--- config.mk ---
export PLATFORM = sky130hd
export DESIGN_NAME = mem_access_ctrl
export DESIGN_NICKNAME = d
export VERILOG_FILES = /design/src/rtl/mem_access_pkg.sv /design/src/rtl/lsu_align.sv /design/src/rtl/mem_access_ctrl.sv
export SDC_FILE = /design/constraint.sdc
export NUM_CORES = 1
export LEC_CHECK = 0
export ABC_AREA = 1
export ABC_CLOCK_PERIOD_IN_PS = 3700
export CAP_MARGIN = 20
export CORE_ASPECT_RATIO = 0.6
export CORE_MARGIN = 2
export CORE_UTILIZATION = 50
export CTS_CLUSTER_SIZE = 10
export DETAILED_ROUTE_END_ITERATION = 12
export PLACE_DENSITY = 0.91
export SKIP_LAST_GASP = 1
export SLEW_MARGIN = 5
export SYNTH_ARGS = -nofsm -noshare
export SYNTH_HDL_FRONTEND = slang
export SYNTH_SLANG_ARGS = --single-unit
--- constraint.sdc ---
create_clock -name clk -period 3.7 [get_ports clk]
set_clock_uncertainty 0.15 [all_clocks]
set_input_delay 0.74 -clock clk [delete_from_list [all_inputs] [get_ports clk]]
set_output_delay 0.74 -clock clk [all_outputs]
set_load 0.005 [all_outputs]
--- src/rtl/mem_access_pkg.sv ---
// Shared constants and state encoding for the data-memory access controller.
package mem_access_pkg;

  // RISC-V load/store funct3 encodings
  localparam logic [2:0] F3_B  = 3'b000;
  localparam logic [2:0] F3_H  = 3'b001;
  localparam logic [2:0] F3_W  = 3'b010;
  localparam logic [2:0] F3_BU = 3'b100;
  localparam logic [2:0] F3_HU = 3'b101;

  // Controller states
  typedef enum logic [2:0] {
    S_IDLE  = 3'd0,
    S_READ  = 3'd1,
    S_WRITE = 3'd2,
    S_DONE  = 3'd3,
    S_ERR   = 3'd4
  } state_t;

  // Clears the byte offset so the memory always sees a word address
  localparam logic [31:0] WORD_ALIGN_MASK = 32'hFFFF_FFFC;

endpackage

--- src/rtl/lsu_align.sv ---
// Combinational lane logic: load extraction/extension, store merge and request checks.
module lsu_align
  import mem_access_pkg::*;
#(
  parameter int DATA_W = 32
) (
  input  logic [2:0]        funct3,
  input  logic              is_store,
  input  logic [1:0]        addr_lo,
  input  logic [DATA_W-1:0] mem_word,
  input  logic [DATA_W-1:0] store_data,
  output logic [DATA_W-1:0] load_val,
  output logic [DATA_W-1:0] merge_word,
  output logic              misaligned,
  output logic              illegal
);

  logic [7:0]  byte_v;
  logic [15:0] half_v;

  // Byte lanes of the merged store word: selected lanes take store data, the rest keep memory
  genvar gi;
  generate
    for (gi = 0; gi < DATA_W / 8; gi++) begin : g_lane
      logic       lane_hit;
      logic [7:0] lane_src;

      // Decide whether this lane is overwritten and by which store byte
      always_comb begin
        lane_hit = 1'b0;
        lane_src = store_data[8*gi +: 8];
        case (funct3[1:0])
          2'b00: begin
            lane_hit = (addr_lo == 2'(gi));
            lane_src = store_data[7:0];
          end
          2'b01: begin
            lane_hit = (addr_lo[1] == 1'(gi / 2));
            lane_src = store_data[8*(gi%2) +: 8];
          end
          2'b10: lane_hit = 1'b1;
          default: lane_hit = 1'b0;
        endcase
      end

      assign merge_word[8*gi +: 8] = lane_hit ? lane_src : mem_word[8*gi +: 8];
    end
  endgenerate

  // Pick the addressed byte/halfword and extend it for the load result
  always_comb begin
    byte_v   = mem_word[8*addr_lo +: 8];
    half_v   = addr_lo[1] ? mem_word[31:16] : mem_word[15:0];
    load_val = '0;
    case (funct3)
      F3_B:    load_val = {{24{byte_v[7]}}, byte_v};
      F3_H:    load_val = {{16{half_v[15]}}, half_v};
      F3_W:    load_val = mem_word;
      F3_BU:   load_val = {24'd0, byte_v};
      F3_HU:   load_val = {16'd0, half_v};
      default: load_val = '0;
    endcase
  end

  // Flag encodings that do not exist and accesses that straddle their natural boundary
  always_comb begin
    illegal    = (funct3 == 3'b011) || (funct3 == 3'b110) || (funct3 == 3'b111) ||
                 (is_store && ((funct3 == F3_BU) || (funct3 == F3_HU)));
    misaligned = 1'b0;
    case (funct3)
      F3_H, F3_HU: misaligned = addr_lo[0];
      F3_W:        misaligned = (addr_lo != 2'b00);
      default:     misaligned = 1'b0;
    endcase
  end

endmodule

--- src/rtl/mem_access_ctrl.sv ---
// Multi-cycle load/store initiator toward a word-wide, byte-addressed data memory.
module mem_access_ctrl
  import mem_access_pkg::*;
#(
  parameter int ADDR_W = 32,
  parameter int DATA_W = 32
) (
  input  logic              clk,
  input  logic              rst,
  input  logic              req,
  input  logic              is_store,
  input  logic [2:0]        funct3,
  input  logic [ADDR_W-1:0] addr,
  input  logic [DATA_W-1:0] wdata,
  output logic              busy,
  output logic              done,
  output logic [DATA_W-1:0] rdata,
  output logic              err,
  output logic [ADDR_W-1:0] mem_A,
  output logic [DATA_W-1:0] mem_WD,
  output logic              mem_WE,
  input  logic [DATA_W-1:0] mem_RD
);

  state_t            state_reg, state_next;
  logic [ADDR_W-1:0] addr_reg;
  logic [2:0]        funct3_reg;
  logic              store_reg;
  logic [DATA_W-1:0] wdata_reg;
  logic [DATA_W-1:0] merge_reg;
  logic [DATA_W-1:0] rdata_reg;

  logic [2:0]        al_funct3;
  logic              al_store;
  logic [1:0]        al_addr_lo;
  logic [DATA_W-1:0] al_word;
  logic [DATA_W-1:0] load_val;
  logic [DATA_W-1:0] merge_word;
  logic              misaligned;
  logic              illegal;

  // In IDLE the checks must see the incoming request so an error needs no extra cycle;
  // afterwards the latched request drives the lane logic.
  assign al_funct3  = (state_reg == S_IDLE) ? funct3   : funct3_reg;
  assign al_store   = (state_reg == S_IDLE) ? is_store : store_reg;
  assign al_addr_lo = (state_reg == S_IDLE) ? addr[1:0] : addr_reg[1:0];
  // Loads extract from the live read word; sub-word stores merge into the latched copy
  assign al_word    = (state_reg == S_READ) ? mem_RD : merge_reg;

  lsu_align #(.DATA_W(DATA_W)) u_align (
    .funct3     (al_funct3),
    .is_store   (al_store),
    .addr_lo    (al_addr_lo),
    .mem_word   (al_word),
    .store_data (wdata_reg),
    .load_val   (load_val),
    .merge_word (merge_word),
    .misaligned (misaligned),
    .illegal    (illegal)
  );

  // State register and request/data capture
  always_ff @(posedge clk) begin
    if (rst) begin
      state_reg  <= S_IDLE;
      addr_reg   <= '0;
      funct3_reg <= '0;
      store_reg  <= 1'b0;
      wdata_reg  <= '0;
      merge_reg  <= '0;
      rdata_reg  <= '0;
    end else begin
      state_reg <= state_next;
      if (state_reg == S_IDLE && req) begin
        addr_reg   <= addr;
        funct3_reg <= funct3;
        store_reg  <= is_store;
        wdata_reg  <= wdata;
      end
      if (state_reg == S_READ) begin
        if (store_reg) merge_reg <= mem_RD;
        else           rdata_reg <= load_val;
      end
    end
  end

  // Next-state selection
  always_comb begin
    state_next = state_reg;
    case (state_reg)
      S_IDLE: begin
        if (req) begin
          if (illegal || misaligned)         state_next = S_ERR;
          else if (is_store && funct3 == F3_W) state_next = S_WRITE;
          else                                 state_next = S_READ;
        end
      end
      S_READ:  state_next = store_reg ? S_WRITE : S_DONE;
      S_WRITE: state_next = S_DONE;
      S_DONE:  state_next = S_IDLE;
      S_ERR:   state_next = S_IDLE;
      default: state_next = S_IDLE;
    endcase
  end

  assign busy   = (state_reg != S_IDLE);
  assign done   = (state_reg == S_DONE) || (state_reg == S_ERR);
  assign err    = (state_reg == S_ERR);
  assign rdata  = rdata_reg;
  assign mem_A  = addr_reg & WORD_ALIGN_MASK[ADDR_W-1:0];
  assign mem_WE = (state_reg == S_WRITE);
  assign mem_WD = (state_reg == S_WRITE) ? merge_word : '0;

endmodule

# Word-level counts from Yosys, hierarchy flattened
# Cells that the tools add are included.
[classes]
n_eq_ne = 18
reduce_logical = 19
shifts = 1
mux = 24
n_bitwise = 2
[ops]
columns = ["op", "n"]
rows = [
  ["one-hot mux 32 bit (5 select lines)", 1],
  ["two-way mux 32 bit", 2],
  ["two-way mux 8 bit", 6],
  ["indexed part select 32 x 6 -> 8 bit", 1],
  ["two-way mux 16 bit", 1],
  ["one-hot mux 8 bit (2 select lines)", 1],
  ["equality test 3 x 2 -> 1 bit (second input constant)", 5],
  ["equality test 3 bit (second input constant)", 5],
  ["one-hot mux 1 bit (3 select lines)", 4],
  ["two-way mux 3 bit", 3],
  ["one-hot mux 3 bit (3 select lines)", 1],
  ["equality test 2 bit (second input constant)", 3],
  ["equality test 3 x 1 -> 1 bit (second input constant)", 2],
  ["logical NOT 3 bit", 2],
  ["logical OR 1 bit", 6],
  ["equality test 2 x 1 -> 1 bit (second input constant)", 2],
  ["logical NOT 2 bit", 2],
  ["two-way mux 2 bit", 2],
  ["AND reduction 2 bit", 2],
  ["OR reduction 2 bit", 2],
  ["logical AND 1 bit", 3],
  ["nonzero test 3 bit", 1],
  ["two-way mux 1 bit", 2],
  ["!= test 2 bit (second input constant)", 1],
  ["other kinds (3)", 4],
]
[word_totals]
ff_bits = 135
out_inout_bits = 100

# Logic depth before layout (Yosys ltp)
[depth]
depth_word = 10
ltp_mapped = 13
ltp_nobuf = 12

# Modules after synthesis
# Synthesis repeated with hierarchy kept, for this count alone.
[unflattened]
hier_cells = 1382
hier_area_um2 = 7916.3
[modules_own_cells]
columns = ["module", "area_each_um2", "cells_each", "n_inst"]
rows = [
  ["mem_access_ctrl", 6271.0, 990, 1],
  ["lsu_align", 1645.3, 392, 1],
]

# Worst setup path before layout
# No wires, ideal clock.
[synth_timing]
path_kind = "input port to output port"
start = "input port funct3[0]"
end = "output port mem_WD[24]"
stages = 8
arrival_time_ps = 1757
required_time_ps = 2810
setup_slack_ps = 1053
cell_sequence = "nand3b_1 nand2_2 buf_6 nand2_2 a31oi_4 buf_6 nand2_1 a21oi_1"
[synth_between]
elab_chain_len = 5
word_cells_on_any_way = 8
classes_between = "eq/ne: 2; mux: 5; reduce/logical: 1"
[synth_rtl]
columns = ["element", "line", "source"]
rows = [
  ["start: declaration", "mem_access_ctrl.sv:12", "input logic [2:0] funct3,"],
  ["two-way mux 3 bit (*)", "mem_access_ctrl.sv:44", "assign al_funct3 = (state_reg == S_IDLE) ? funct3 : funct3_reg;"],
  ["equality test 2 bit, or another cell as far along", "lsu_align.sv:32", "case (funct3[1:0])"],
  ["one-hot mux 1 bit (3 select lines) / one-hot mux 8 bit (2 select lines) (equally long branches)", "lsu_align.sv:32", ""],
  ["two-way mux 8 bit (*)", "lsu_align.sv:46", "assign merge_word[8*gi +: 8] = lane_hit ? lane_src : mem_word[8*gi +: 8];"],
  ["two-way mux 32 bit (*)", "mem_access_ctrl.sv:112", "assign mem_WD = (state_reg == S_WRITE) ? merge_word : '0;"],
  ["end: declaration", "mem_access_ctrl.sv:20", "output logic [DATA_W-1:0] mem_WD,"],
]
# Mark *: on every way between the ends. The rest lies on a longest branch, timed or not.

# Worst setup path in the final report
[layout_timing]
start = "input port funct3[0]"
end = "output port mem_WD[15]"
[layout_between]
elab_chain_len = 5
word_cells_on_any_way = 8
classes_between = "eq/ne: 2; mux: 5; reduce/logical: 1"
[layout_rtl]
columns = ["element", "line"]
rows = [
  ["two-way mux 3 bit (*)", "mem_access_ctrl.sv:44"],
  ["equality test 2 bit, or another cell as far along", "lsu_align.sv:32"],
  ["one-hot mux 1 bit (3 select lines) / two-way mux 8 bit (equally long branches)", "lsu_align.sv:32"],
  ["two-way mux 8 bit (*)", "lsu_align.sv:46"],
  ["two-way mux 32 bit (*)", "mem_access_ctrl.sv:112"],
]
# Marks and branches as above.

==> metrics.txt <==
Placer Congestion=approximately 0.94; CTS tree=yes; RR Endpoint=rdata[13]; HPWL after detailed placement=roughly 18,000 µm; Cell Rows=34; layout cells sized above 1=0.139; sequential element share of the synthesized area=0.368; number of antenna violations at the first check in global routing=1; Yosys reg bits=135; CP most frequent cell=nand2_4; cell count of the worst hold path=2; total global-route track usage=0.318; Layout fillers=1,111; GR peak layer=met2; worst reg-to-reg path cell count=12; worst r2r src=state_reg[1]; GR Util met3=0.0782; # H-tree levels=4; tightest hold margin=approximately 0.31 ns; Synth top area share=0.368; hold_sp=merge_reg[0]; port bufs=200; GR Layer Usage met2=0.485; number of synthesized flops with an enable pin=0; Inst Count DP=roughly 1.4k; Die Ht=97.9 µm; critical path peak fanout=12; critical path class=in -> out; fmax=~270 MHz; Syn. warnings=0; clk root buf=clkbuf_16; Layout Area Growth over Synthesis=40.4%; DR WL/cell=~17 µm; library cells used by synthesis=37; Final nets=1,355; vias in the first global route=roughly 7.5k; Ports=between 200 and 250; via count=8,140; startpoint types=input port; slowest stage delay, CP=between 0.5 and 0.6 ns; final core occ=0.716; Die ar.=about 0.016 mm²; max_slew headroom=0.321; peak supply drop=about 770 µV; clk buf depth=2; drt pass-1 iters=6; setup slack, reg-to-reg=~1.1 ns; CTS Buf Count=17; Synth area leader=dfxtp_1; met1 Use GR=0.441; Die W=161 µm; GRT overflow=0; final wirelength=between 20,000 and 30,000 µm; top_reg_cell synth=dfxtp_1; Synth area leaders=dfxtp_1, nand2_1, a21oi_1, o21ai_0, nor2_1; CTS Sinks=between 100 and 150; vias per cell=around 5.6; Mean Syn Cell Area=roughly 6.9 µm²; setup TNS=0 ns; final hold vios=0; WP data required=2.81 ns; Synth Cell Area=~0.0074 mm²; Residual DRC=0; Final period util=0.999; Slew Limit Fails=0; worst skew pair latency=0.43 ns; DR iter-0 viols=1,077; Setup violations, final=0; end of the worst hold path=merge_reg[0]; synthesized instance count=roughly 1.1k; fin cells=between 1k and 1.5k; clock slew at reported path FFs=about 0.060 ns; Lkg Pwr=between 4 and 5 nW; PwrDens=roughly 800 mW/mm²; number of max-cap violations=0; most numerous cell in the Yosys netlist=nand2_1; core area=~0.014 mm²; RSZ-0062 raised after global routing=yes; crit path DAT=between 2 and 3 ns; minimum clock period=3.70 ns; first-pass GRT wire length=approximately 40,000 µm; Hold Path Class=reg -> reg; slowest CP cell=clkdlybuf4s50_1; status=completed; Post-DRT Antenna Nets=0; CP endpoint kind=output pin; post-synthesis async set-or-reset flop share=0; crit-path cells=clkdlybuf4s50_1, nand3b_1, nand2_4, nand2_4, nand3_1, nand2_4, o21ai_0, o21ai_1, nor2_2, clkdlybuf4s50_1; largest net degree at the start of global routing=60; Starting Density=0.510; Tightest Pin Transition=about 1.0 ns; commonest cells in the netlist=nand2_1, dfxtp_1, a21oi_1, nor2_1, o21ai_0
[stage by stage]
step / setup slack, ns / power, mW / instance area (µm²)
3_5_place_dp: -0.0545 / 6.00 / 9390
2_1_floorplan: 1.05 / 4.68 / 7350
5_1_grt: -0.107 / 8.90 / 10300
4_1_cts: -0.0295 / 8.06 / 10200
6_report: 0.00405 / 8.44 / 10300
3_3_place_gp: -0.00572 / 5.94 / 9390
[critical path, delay by kind of cell]
kind	cells	cell delay (ns)
buf+inv	2	0.96
simple gates	6	0.90
compound gates	2	0.20
[kinds of logic (layout without fill, tap and decap cells)]
kind of cell           count (synthesis)  in the layout  synth area share
AND/OR/NAND/NOR                      457            458             0.277
AO/OA/AOI/OAI                        299            301             0.232
buffers and inverters                175            368             0.123
flip-flops                           135            135             0.368
other                                  1              3          0.000510
[worst max path at each step]
stage,startpoint,end,cells past startpoint
floorplan,funct3[0],mem_WD[24],8
finish,funct3[0],mem_WD[15],10
global route,funct3[0],mem_WD[15],11
global placement,funct3[1],mem_WD[23],10
detailed placement,funct3[1],mem_WD[5],9
CTS,funct3[0],mem_WD[15],11
[layout make-up]
cell class | count | area [µm²] | area share
repair buffers | 267 | 2580 | 0.250
clock inverters | 13 | 195 | 0.0189
inverters | 70 | 270 | 0.0262
clock buffers | 18 | 439 | 0.0425
well taps | 198 | 248 | 0.0240
diodes | 1 | 2.50 | 0.000242
multi-input cells | 761 | 3880 | 0.376
flip-flops and latches | 135 | 2700 | 0.262
[power by group]
| group | switching [mW] | internal [mW] |
|---|---|---|
| clock network | 0.692 | 1.15 |
| logic | 2.84 | 1.84 |
| registers | 0.188 | 1.73 |
| total | 3.72 | 4.72 |
[timing repair]
action	CTS	global route
gates resized for setup	6	33
setup endpoints to repair	21	32
buffers inserted	8	5
hold buffers	0	0
gates cloned	1	2
pin swaps	6	7
[routing by layer]
| metal | vias up | share of wire |
|---|---|---|
| li1 | 3864 | - |
| met1 | 3752 | 0.43 |
| met2 | 466 | 0.43 |
| met3 | 58 | 0.11 |
| met4 | 0 | 0.024 |
| met5 | - | 0 |
[placed cells by master, fill, tap and decap left out, types with 2 or more instances in the layout]
cell	n
a211oi_1	25
a21oi_1	129
a21oi_2	20
a31oi_4	5
buf_12	4
buf_4	62
buf_6	2
bufinv_16	4
clkbuf_16	17
clkdlybuf4s50_1	186
clkinv_4	3
clkinvlp_4	3
conb_1	2
dfxtp_1	135
dlymetal6s2s_1	12
inv_1	64
inv_2	5
inv_6	3
nand2_1	232
nand2_2	11
nand2_4	15
nand2_8	2
nand3_1	72
nand3_4	2
nand3b_1	5
nor2_1	108
nor2_2	2
nor2_4	4
o21ai_0	95
o21ai_1	15
o21ai_2	4
o221ai_1	3
Power figures use the tool's default switching activity.
